===== src/rtl/core_pkg.sv =====
// Shared encodings for the 16-bit core: ALU opcodes, branch conditions and FLAG bit positions.
// flag_mask_f says which FLAG bits each ALU opcode is allowed to overwrite.
package core_pkg;

  localparam int DW_DEFAULT = 16;
  localparam int RW_DEFAULT = 4;

  localparam int FLAG_Z = 2;
  localparam int FLAG_V = 1;
  localparam int FLAG_N = 0;

  typedef enum logic [2:0] {
    ALU_ADD     = 3'b000,
    ALU_SUB     = 3'b001,
    ALU_XOR     = 3'b010,
    ALU_RED     = 3'b011,
    ALU_SLL     = 3'b100,
    ALU_SRA     = 3'b101,
    ALU_ROR     = 3'b110,
    ALU_PADDSUB = 3'b111
  } alu_op_e;

  typedef enum logic [2:0] {
    BR_NE     = 3'b000,
    BR_EQ     = 3'b001,
    BR_GT     = 3'b010,
    BR_LT     = 3'b011,
    BR_GE     = 3'b100,
    BR_LE     = 3'b101,
    BR_OVFL   = 3'b110,
    BR_UNCOND = 3'b111
  } br_cond_e;

  // Arithmetic ops own all three flags, logic/shift ops only Z, reductions none.
  function automatic logic [2:0] flag_mask_f(input alu_op_e op);
    logic [2:0] mask;
    mask = 3'b000;
    case (op)
      ALU_ADD, ALU_SUB:                   mask = 3'b111;
      ALU_XOR, ALU_SLL, ALU_SRA, ALU_ROR: mask = 3'b100;
      ALU_RED, ALU_PADDSUB:               mask = 3'b000;
      default:                            mask = 3'b000;
    endcase
    return mask;
  endfunction

endpackage


===== src/rtl/ex_mem_flag_stage_br_cond_eval.sv =====
// Pure combinational branch resolver: maps a {Z,V,N} flag vector and a condition code
// to a taken decision, gated by the branch-valid qualifier.
module br_cond_eval
  import core_pkg::*;
(
  input  logic [2:0] flags,
  input  logic [2:0] cond,
  input  logic       valid,
  output logic       taken
);

  logic z;
  logic v;
  logic n;
  logic cond_true;

  assign z = flags[FLAG_Z];
  assign v = flags[FLAG_V];
  assign n = flags[FLAG_N];

  always_comb begin
    cond_true = 1'b0;
    case (br_cond_e'(cond))
      BR_NE:     cond_true = ~z;
      BR_EQ:     cond_true = z;
      BR_GT:     cond_true = ~z & ~n;
      BR_LT:     cond_true = n;
      BR_GE:     cond_true = z | ~n;
      BR_LE:     cond_true = n | z;
      BR_OVFL:   cond_true = v;
      BR_UNCOND: cond_true = 1'b1;
      default:   cond_true = 1'b0;
    endcase
  end

  assign taken = valid & cond_true;

endmodule


===== src/rtl/ex_mem_flag_stage.sv =====
// EX->MEM pipeline register plus the architectural FLAG register. Branches in ID are resolved
// against the flag value being written this cycle, so a flag-setting op never stalls a branch.
module ex_mem_flag_stage
  import core_pkg::*;
#(
  parameter int DW = DW_DEFAULT,
  parameter int RW = RW_DEFAULT
) (
  input  logic          clk,
  input  logic          rst,
  input  logic          stall,
  input  logic          flush,
  input  logic          ex_valid,
  input  logic [2:0]    ex_alu_op,
  input  logic          ex_flag_en,
  input  logic [DW-1:0] ex_alu_out,
  input  logic [2:0]    ex_alu_flags,
  input  logic [RW-1:0] ex_rd,
  input  logic          ex_regwrite,
  input  logic          ex_memread,
  input  logic          ex_memwrite,
  input  logic [DW-1:0] ex_st_data,
  input  logic          id_br_valid,
  input  logic [2:0]    id_br_cond,
  output logic          br_taken,
  output logic [2:0]    flags_q,
  output logic          mem_valid,
  output logic [DW-1:0] mem_alu_out,
  output logic [RW-1:0] mem_rd,
  output logic          mem_regwrite,
  output logic          mem_memread,
  output logic          mem_memwrite,
  output logic [DW-1:0] mem_st_data
);

  logic       flag_upd;
  logic [2:0] flag_mask;
  logic [2:0] flags_next;

  // A reset cycle discards the EX instruction, so it must not leak into the forwarded flags either.
  always_comb begin
    flag_upd   = ex_valid & ex_flag_en & ~stall & ~flush & ~rst;
    flag_mask  = flag_mask_f(alu_op_e'(ex_alu_op));
    flags_next = flags_q;
    if (flag_upd) begin
      flags_next = (flag_mask & ex_alu_flags) | (~flag_mask & flags_q);
    end
  end

  br_cond_eval u_br_cond_eval (
    .flags (flags_next),
    .cond  (id_br_cond),
    .valid (id_br_valid),
    .taken (br_taken)
  );

  // Flush wins over stall; flushed data fields simply keep their old values.
  always_ff @(posedge clk) begin
    if (rst) begin
      flags_q      <= 3'b000;
      mem_valid    <= 1'b0;
      mem_alu_out  <= '0;
      mem_rd       <= '0;
      mem_regwrite <= 1'b0;
      mem_memread  <= 1'b0;
      mem_memwrite <= 1'b0;
      mem_st_data  <= '0;
    end else if (flush) begin
      mem_valid    <= 1'b0;
      mem_regwrite <= 1'b0;
      mem_memread  <= 1'b0;
      mem_memwrite <= 1'b0;
    end else if (!stall) begin
      flags_q      <= flags_next;
      mem_valid    <= ex_valid;
      mem_alu_out  <= ex_alu_out;
      mem_rd       <= ex_rd;
      mem_regwrite <= ex_regwrite & ex_valid;
      mem_memread  <= ex_memread & ex_valid;
      mem_memwrite <= ex_memwrite & ex_valid;
      mem_st_data  <= ex_st_data;
    end
  end

endmodule

===== config.mk =====
export PLATFORM = sky130hd
export DESIGN_NAME = ex_mem_flag_stage
export DESIGN_NICKNAME = d
export VERILOG_FILES = /design/src/rtl/core_pkg.sv /design/src/rtl/ex_mem_flag_stage_br_cond_eval.sv /design/src/rtl/ex_mem_flag_stage.sv
export SDC_FILE = /design/constraint.sdc
export NUM_CORES = 1
export LEC_CHECK = 0
export CAP_MARGIN = 40
export CORE_ASPECT_RATIO = 1.2
export CORE_UTILIZATION = 37
export CTS_BUF_LIST = sky130_fd_sc_hd__clkbuf_16
export CTS_CLUSTER_DIAMETER = 30
export DETAILED_ROUTE_END_ITERATION = 7
export PLACE_DENSITY = 0.81
export SYNTH_ARGS = -nofsm -noshare
export SYNTH_HDL_FRONTEND = slang
export SYNTH_SLANG_ARGS = --single-unit

===== constraint.sdc =====
create_clock -name clk -period 2.7 [get_ports clk]
set_clock_uncertainty 0.1 [all_clocks]
set_input_delay 0.675 -clock clk [delete_from_list [all_inputs] [get_ports clk]]
set_output_delay 0.675 -clock clk [all_outputs]
set_load 0.02 [all_outputs]

## Word level (Yosys, flattened, before mapping)

Memories as Yosys holds them, arrays and structs flattened.
Index checks and enable logic that the tools add are counted.

| operators by class | value |
|---|---|
| equal/unequal tests | 7 |
| multiplexer cells | 2 |
| bitwise operators | 20 |
| reduce and logical (&&, ||, !) cells | 3 |

Operators by type and width:

| operator | count |
|---|---|
| $eq A3 B3 Y1 const B | 4 |
| $and A1 B1 Y1 | 9 |
| $pmux W1 S8 | 1 |
| $and A3 B3 Y3 | 2 |
| $eq A3 B2 Y1 const B | 2 |
| $not A1 Y1 | 5 |
| $eq A3 B1 Y1 const B | 1 |
| $logic_not A3 Y1 | 1 |
| $mux W3 | 1 |
| $not A3 Y3 | 1 |
| $or A3 B3 Y3 | 1 |
| $or A1 B1 Y1 | 2 |
| $reduce_and A2 Y1 | 1 |
| $reduce_or A2 Y1 | 1 |

| storage, ports and cells | value |
|---|---|
| register bits | 43 |
| ROM bits | 24 |
| word-level logic and storage cells | 41 |
| memories | 1 |

Memory list:

| memory | words | width | read ports | clocked after memory_dff | wr ports | line | RTL |
|---|---|---|---|---|---|---|---|
| (no name shown) | 8 | 3 | 1 | 0 | 0 | core_pkg.sv:38 | `case (op)` |

## Depth between registers and ports, before layout

| depth | value |
|---|---|
| depth in word-level cells | 9 |
| gate-level depth with buffers | 6 |
| gate-level depth less buffers | 5 |

## Cells and area by module

From an unflattened synthesis, not the netlist that was laid out.

| second synthesis, totals | value |
|---|---|
| cell total of the unflattened synthesis | 204 |
| area, all modules | 1687.9 µm² |

By module, submodules not included:

| module | instances | cells each | area each (µm²) | seq. area each (µm²) |
|---|---|---|---|---|
| ex_mem_flag_stage | 1 | 195 | 1614.0 | 860.8 |
| br_cond_eval | 1 | 9 | 73.8 | 0.0 |

## Worst setup path before layout

OpenSTA, ideal clock, no wires.

| timing | value |
|---|---|
| kind | input to output |
| from | input rst |
| to | output br_taken |
| data arrival time | 2.280 ns |
| required time | 1.925 ns |
| setup slack | -0.355 ns |
| stages | 6 |
| path buffers | 1 |
| cell sequence | buf_4 nor4_4 nand3_2 mux2i_4 o2111a_1 o31ai_1 |

| between the ends | value |
|---|---|
| cells in the longest elaborated chain, start to end | 7 |
| elaborated cells on any way between the ends | 10 |
| those cells by class | mux (2); bitwise (8) |

Ends and longest elaborated chain:

| element | line | RTL |
|---|---|---|
| from (decl) | ex_mem_flag_stage.sv:10 | `input logic rst,` |
| $not A1 Y1 * | ex_mem_flag_stage.sv:42 | `flag_upd = ex_valid & ex_flag_en & ~stall & ~flush & ~rst;` |
| $and A1 B1 Y1 * | ex_mem_flag_stage.sv:42 |  |
| $mux W3 * | ex_mem_flag_stage.sv:45 | `if (flag_upd) begin` |
| $not A1 Y1 (on tied branches) | ex_mem_flag_stage_br_cond_eval.sv:26, ex_mem_flag_stage_br_cond_eval.sv:28, ex_mem_flag_stage_br_cond_eval.sv:24 |  |
| $or A1 B1 Y1 or $and A1 B1 Y1 (tied branches) | ex_mem_flag_stage_br_cond_eval.sv:28, ex_mem_flag_stage_br_cond_eval.sv:26 |  |
| $pmux W1 S8 * | ex_mem_flag_stage_br_cond_eval.sv:23 | `case (br_cond_e'(cond))` |
| $and A1 B1 Y1 * | ex_mem_flag_stage_br_cond_eval.sv:36 | `assign taken = valid & cond_true;` |
| to (decl) | ex_mem_flag_stage.sv:25 | `output logic br_taken,` |

Mark *: on every way between the ends. The rest lies on a longest branch, timed or not.

## Worst setup path in the final report

| timing | value |
|---|---|
| from | input ex_alu_op[0] |
| to | output br_taken |

| between the ends | value |
|---|---|
| cells in the longest elaborated chain, start to end | 9 |
| elaborated cells on any way between the ends | 13 |
| those cells by class | mux (2); bitwise (10); memory (1) |

Ends and longest elaborated chain:

| element | line | RTL |
|---|---|---|
| from (decl) | ex_mem_flag_stage.sv:14 | `input logic [2:0] ex_alu_op,` |
| $mem_v2 Z8 W3 * | -- |  |
| $not A3 Y3 | ex_mem_flag_stage.sv:46 | `flags_next = (flag_mask & ex_alu_flags) \| (~flag_mask & flags_q);` |
| $and A3 B3 Y3 | ex_mem_flag_stage.sv:46 |  |
| $or A3 B3 Y3 * | ex_mem_flag_stage.sv:46 |  |
| $mux W3 * | ex_mem_flag_stage.sv:45 |  |
| $not A1 Y1 (on tied branches) | ex_mem_flag_stage_br_cond_eval.sv:26, ex_mem_flag_stage_br_cond_eval.sv:28, ex_mem_flag_stage_br_cond_eval.sv:24 |  |
| $or A1 B1 Y1 or $and A1 B1 Y1 (tied branches) | ex_mem_flag_stage_br_cond_eval.sv:28, ex_mem_flag_stage_br_cond_eval.sv:26 |  |
| $pmux W1 S8 * | ex_mem_flag_stage_br_cond_eval.sv:23 |  |
| $and A1 B1 Y1 * | ex_mem_flag_stage_br_cond_eval.sv:36 |  |

Marks and branches as above.

==> flow_metrics.env <==
export IMPL_synthXorXnorAreaFrac=0
export IMPL_reg2reg_to="flags_q[2]$_SDFFE_PP0P_"
export IMPL_synth_nets=257
export IMPL_dpl_hpwl_um=3250
export IMPL_max_freq_mhz=349
export IMPL_wl_per_cell_um=12.1
export IMPL_fin_crit_ps=2860
export IMPL_grt_pass1_wl_um=7080
export IMPL_r2r_cells=3
export IMPL_critical_path_max_stage_delay_ps=350
export IMPL_synth_simple_area_share=0.234
export IMPL_diodes=0
export IMPL_syn_area_mm2=0.00165
export IMPL_crit_buf_inv=3
export IMPL_syn_area_per_cell_um2=8.15
export IMPL_cp_end_kind="output pin"
export IMPL_clkPwrFrac=0.408
export IMPL_synth_adder_area_share=0
export IMPL_r2r_start="flags_q[2]$_SDFFE_PP0P_"
export IMPL_internal_power_w=0.00124
export IMPL_final_setup_viol_count=1
export IMPL_htree_levels=2
export IMPL_die_w_um=62.9
export IMPL_switching_power_w=0.000349
export IMPL_drt_iter0_drc=66
export IMPL_regToRegSetupSlack_ps=1720
export IMPL_rows=26
export IMPL_nets=363
export IMPL_overflow=0
export IMPL_ys_types=26
export IMPL_power_leakage_nw=1.11
export IMPL_synth_async_reset_ratio=0
export IMPL_failed_checks="negative setup slack"
export IMPL_synth_compound_area_frac=0.166
export IMPL_ys_seq_elements=43
export IMPL_crit_path_top_delay_cell="mux2_4"
export IMPL_root_buffer="clkbuf_16"
export IMPL_gp_congestion=0.739
export IMPL_cts_clk_slew_worst_paths_ps=50
export IMPL_place_ws_ps=-1040
export IMPL_antenna_found_initial=0
export IMPL_yosysSeqAreaShare=0.523
export IMPL_yosysWarningCount=0
export IMPL_worstSetupPathType="in -> out"
export IMPL_hold_viol=0
export IMPL_synth_enable_flop_cells=0
export IMPL_tritoncts="done"
export IMPL_portBuffers=98
export IMPL_hold_class="reg -> reg"
export IMPL_critPathMaxFanout=2
export IMPL_min_to="mem_rd[1]$_SDFFE_PP0P_"
export IMPL_holdPathStages=2
export IMPL_switching_share=0.221
export IMPL_synthMuxAreaShare=0.0266
export IMPL_syn_to_final_growth_pct=77.3
export IMPL_relSlewSlack=0.558
export IMPL_post_route_drc_count=0
export IMPL_core_area_mm2=0.00426
export IMPL_cp_arrival_ps=2090
export IMPL_maxSlewViolCount=0
export IMPL_vias_per_cell=4.67
export IMPL_syn_inst=202
export IMPL_clockBufferDepth=2
export IMPL_num_vias=1700
export IMPL_cts_num_sinks=43
export IMPL_ios=99
export IMPL_worstMarginPinSlew_ps=663
export IMPL_power_density_mw_per_mm2=543
export IMPL_total_power_w=0.00158
export IMPL_dieHeight_um=75.1
export IMPL_rsz0062_at_grt="yes"
export IMPL_cp_cell_sequence="dlygate4sd2_1 > nand2_1 > nand4_1 > mux2_4 > o311ai_2 > buf_4 > o31ai_4 > buf_6"
export IMPL_synth_top_family_by_area="simple AND/OR/NAND/NOR gates"
export IMPL_maxCapViolations=0
export IMPL_firstDrtPassIters=4
export IMPL_cp_start_kind="primary input"
export IMPL_clk_latency_ps=270
export IMPL_holdCritStartpoint="mem_rd[1]$_SDFFE_PP0P_"
export IMPL_numCtsBuffers=5
export IMPL_irDropWorstVdd_mv=0.337
export IMPL_fin_util=0.684
export IMPL_period_share=1.06
export IMPL_initial_core_util=0.386
export IMPL_die_area_mm2=0.00472
export IMPL_final_setup_worst_slack_ps=-164
export IMPL_grt_total_usage=0.191
export IMPL_drive_gt1_frac=0.127
export IMPL_p_seq_frac=0.425
export IMPL_grt_start_max_net_pins=37
export IMPL_outcome="finished, violations left"
export IMPL_wl_um=4390
export IMPL_synthFlopType="dfxtp_1"
export IMPL_power_frac_comb=0.167
export IMPL_required_ps=1920
export IMPL_cpLargestDelayFamily="buffers and inverters"
export IMPL_grt_pass1_vias=1560
export IMPL_ant_nets=0
==> layer usage <==
layer	global-route usage	vias to the layer above	part of all wire
met5	0	-	0
met4	0.0620	0	0.012
met3	0.0576	6	0.071
met2	0.343	67	0.51
met1	0.218	749	0.41
li1	-	878	-
==> power by group through the flow <==
stage	clock [W]	combinational [W]	sequential [W]
2_1_floorplan	0	0.0000734	0.000719
3_3_place_gp	0	0.000262	0.000686
3_5_place_dp	0	0.000264	0.000688
4_1_cts	0.000659	0.000266	0.000674
5_1_grt	0.000693	0.000285	0.000676
6_report	0.000646	0.000264	0.000674
==> area by class of cell <==
class | instances | area (um2)
Multi-Input combinational cell | 141 | 737
Clock buffer | 5 | 125
Clock inverter | 2 | 33.8
Sequential cell | 43 | 861
Fill cell | 368 | 1350
Timing Repair Buffer | 113 | 1070
Inverter | 4 | 15.0
Tap cell | 56 | 70.1
==> per-stage QoR <==
stage	area, um2	instances	TNS, ps	hold slack, ps
final	2920	364	-164	350
after global routing	2920	364	-241	366
after CTS	2910	364	-176	354
after detailed placement	2740	355	-1040	346
after global placement	2740	355	-989	341
after floorplan	1660	202	-74.2	435
==> cell families (layout without fill, tap and decap cells) <==
family                 count (synthesis)  in the layout
AO/OA/AOI/OAI                         47             47
buffers and inverters                 18            124
flip-flops                            43             43
multiplexers                           3              3
AND/OR/NAND/NOR                       91             91
==> cells in the mapped netlist, types with 2 or more instances <==
library cell,count,area [um2]
nor2_1,4,15.0
buf_4,2,15.0
clkbuf_1,11,41.3
nand2_1,74,278
inv_1,4,15.0
a21oi_1,38,190
nand4_1,2,12.5
nor3_1,5,25.0
a22oi_1,3,22.5
dfxtp_1,43,861
==> state kept, by name, summed over array words and instances (netlist names) <==
signal / count
mem_alu_out: 16
mem_st_data: 16
mem_rd: 4
flags_q: 3
mem_memread: 1
mem_memwrite: 1
mem_regwrite: 1
mem_valid: 1
==> cells in the final DEF (no fill, tap or decap) <==
cell type        count
mux2_4               1
mux2i_4              1
nor3_1               5
or2_2                1
a22o_1               1
buf_8                1
clkbuf_16            5
nor4_4               1
buf_6                1
a22oi_1              3
nor2_1               3
buf_2                4
nand3_2              1
bufinv_16            1
nand3_1              1
o221ai_2             1
dlygate4sd2_1        2
o31ai_4              1
mux2i_1              1
inv_1                5
clkdlybuf4s50_1     89
o2111a_1             1
a21oi_1             38
and3_1               1
nor2_2               1
nand2_1             74
o311ai_2             1
buf_4               16
a31o_2               1
nor2b_4              1
nand4_1              2
dfxtp_1             43
==> worst min-delay path, cell delays in order (launching register included) <==
cell	delay [ps]
dfxtp_1	300
nand2_1	50
a21oi_1	50
==> what timing repair did <==
item                                    in CTS  in global routing
pin swaps                                    5                  5
buffers inserted                             2                  0
endpoints found under the setup margin       1                  1
resized for setup                           34                  1
hold buffers                                 0                  0
==> worst max path at each step <==
stage / start / end / slack, ps / cells after the start
finish: ex_alu_op[0] / br_taken / -160 / 8
global placement: flush / br_taken / -990 / 7
CTS: rst / br_taken / -180 / 8
detailed placement: ex_valid / br_taken / -1040 / 8
global route: ex_alu_op[0] / br_taken / -240 / 8
floorplan: flush / br_taken / -70 / 6
No activity file was read; power rests on OpenSTA's default activity.
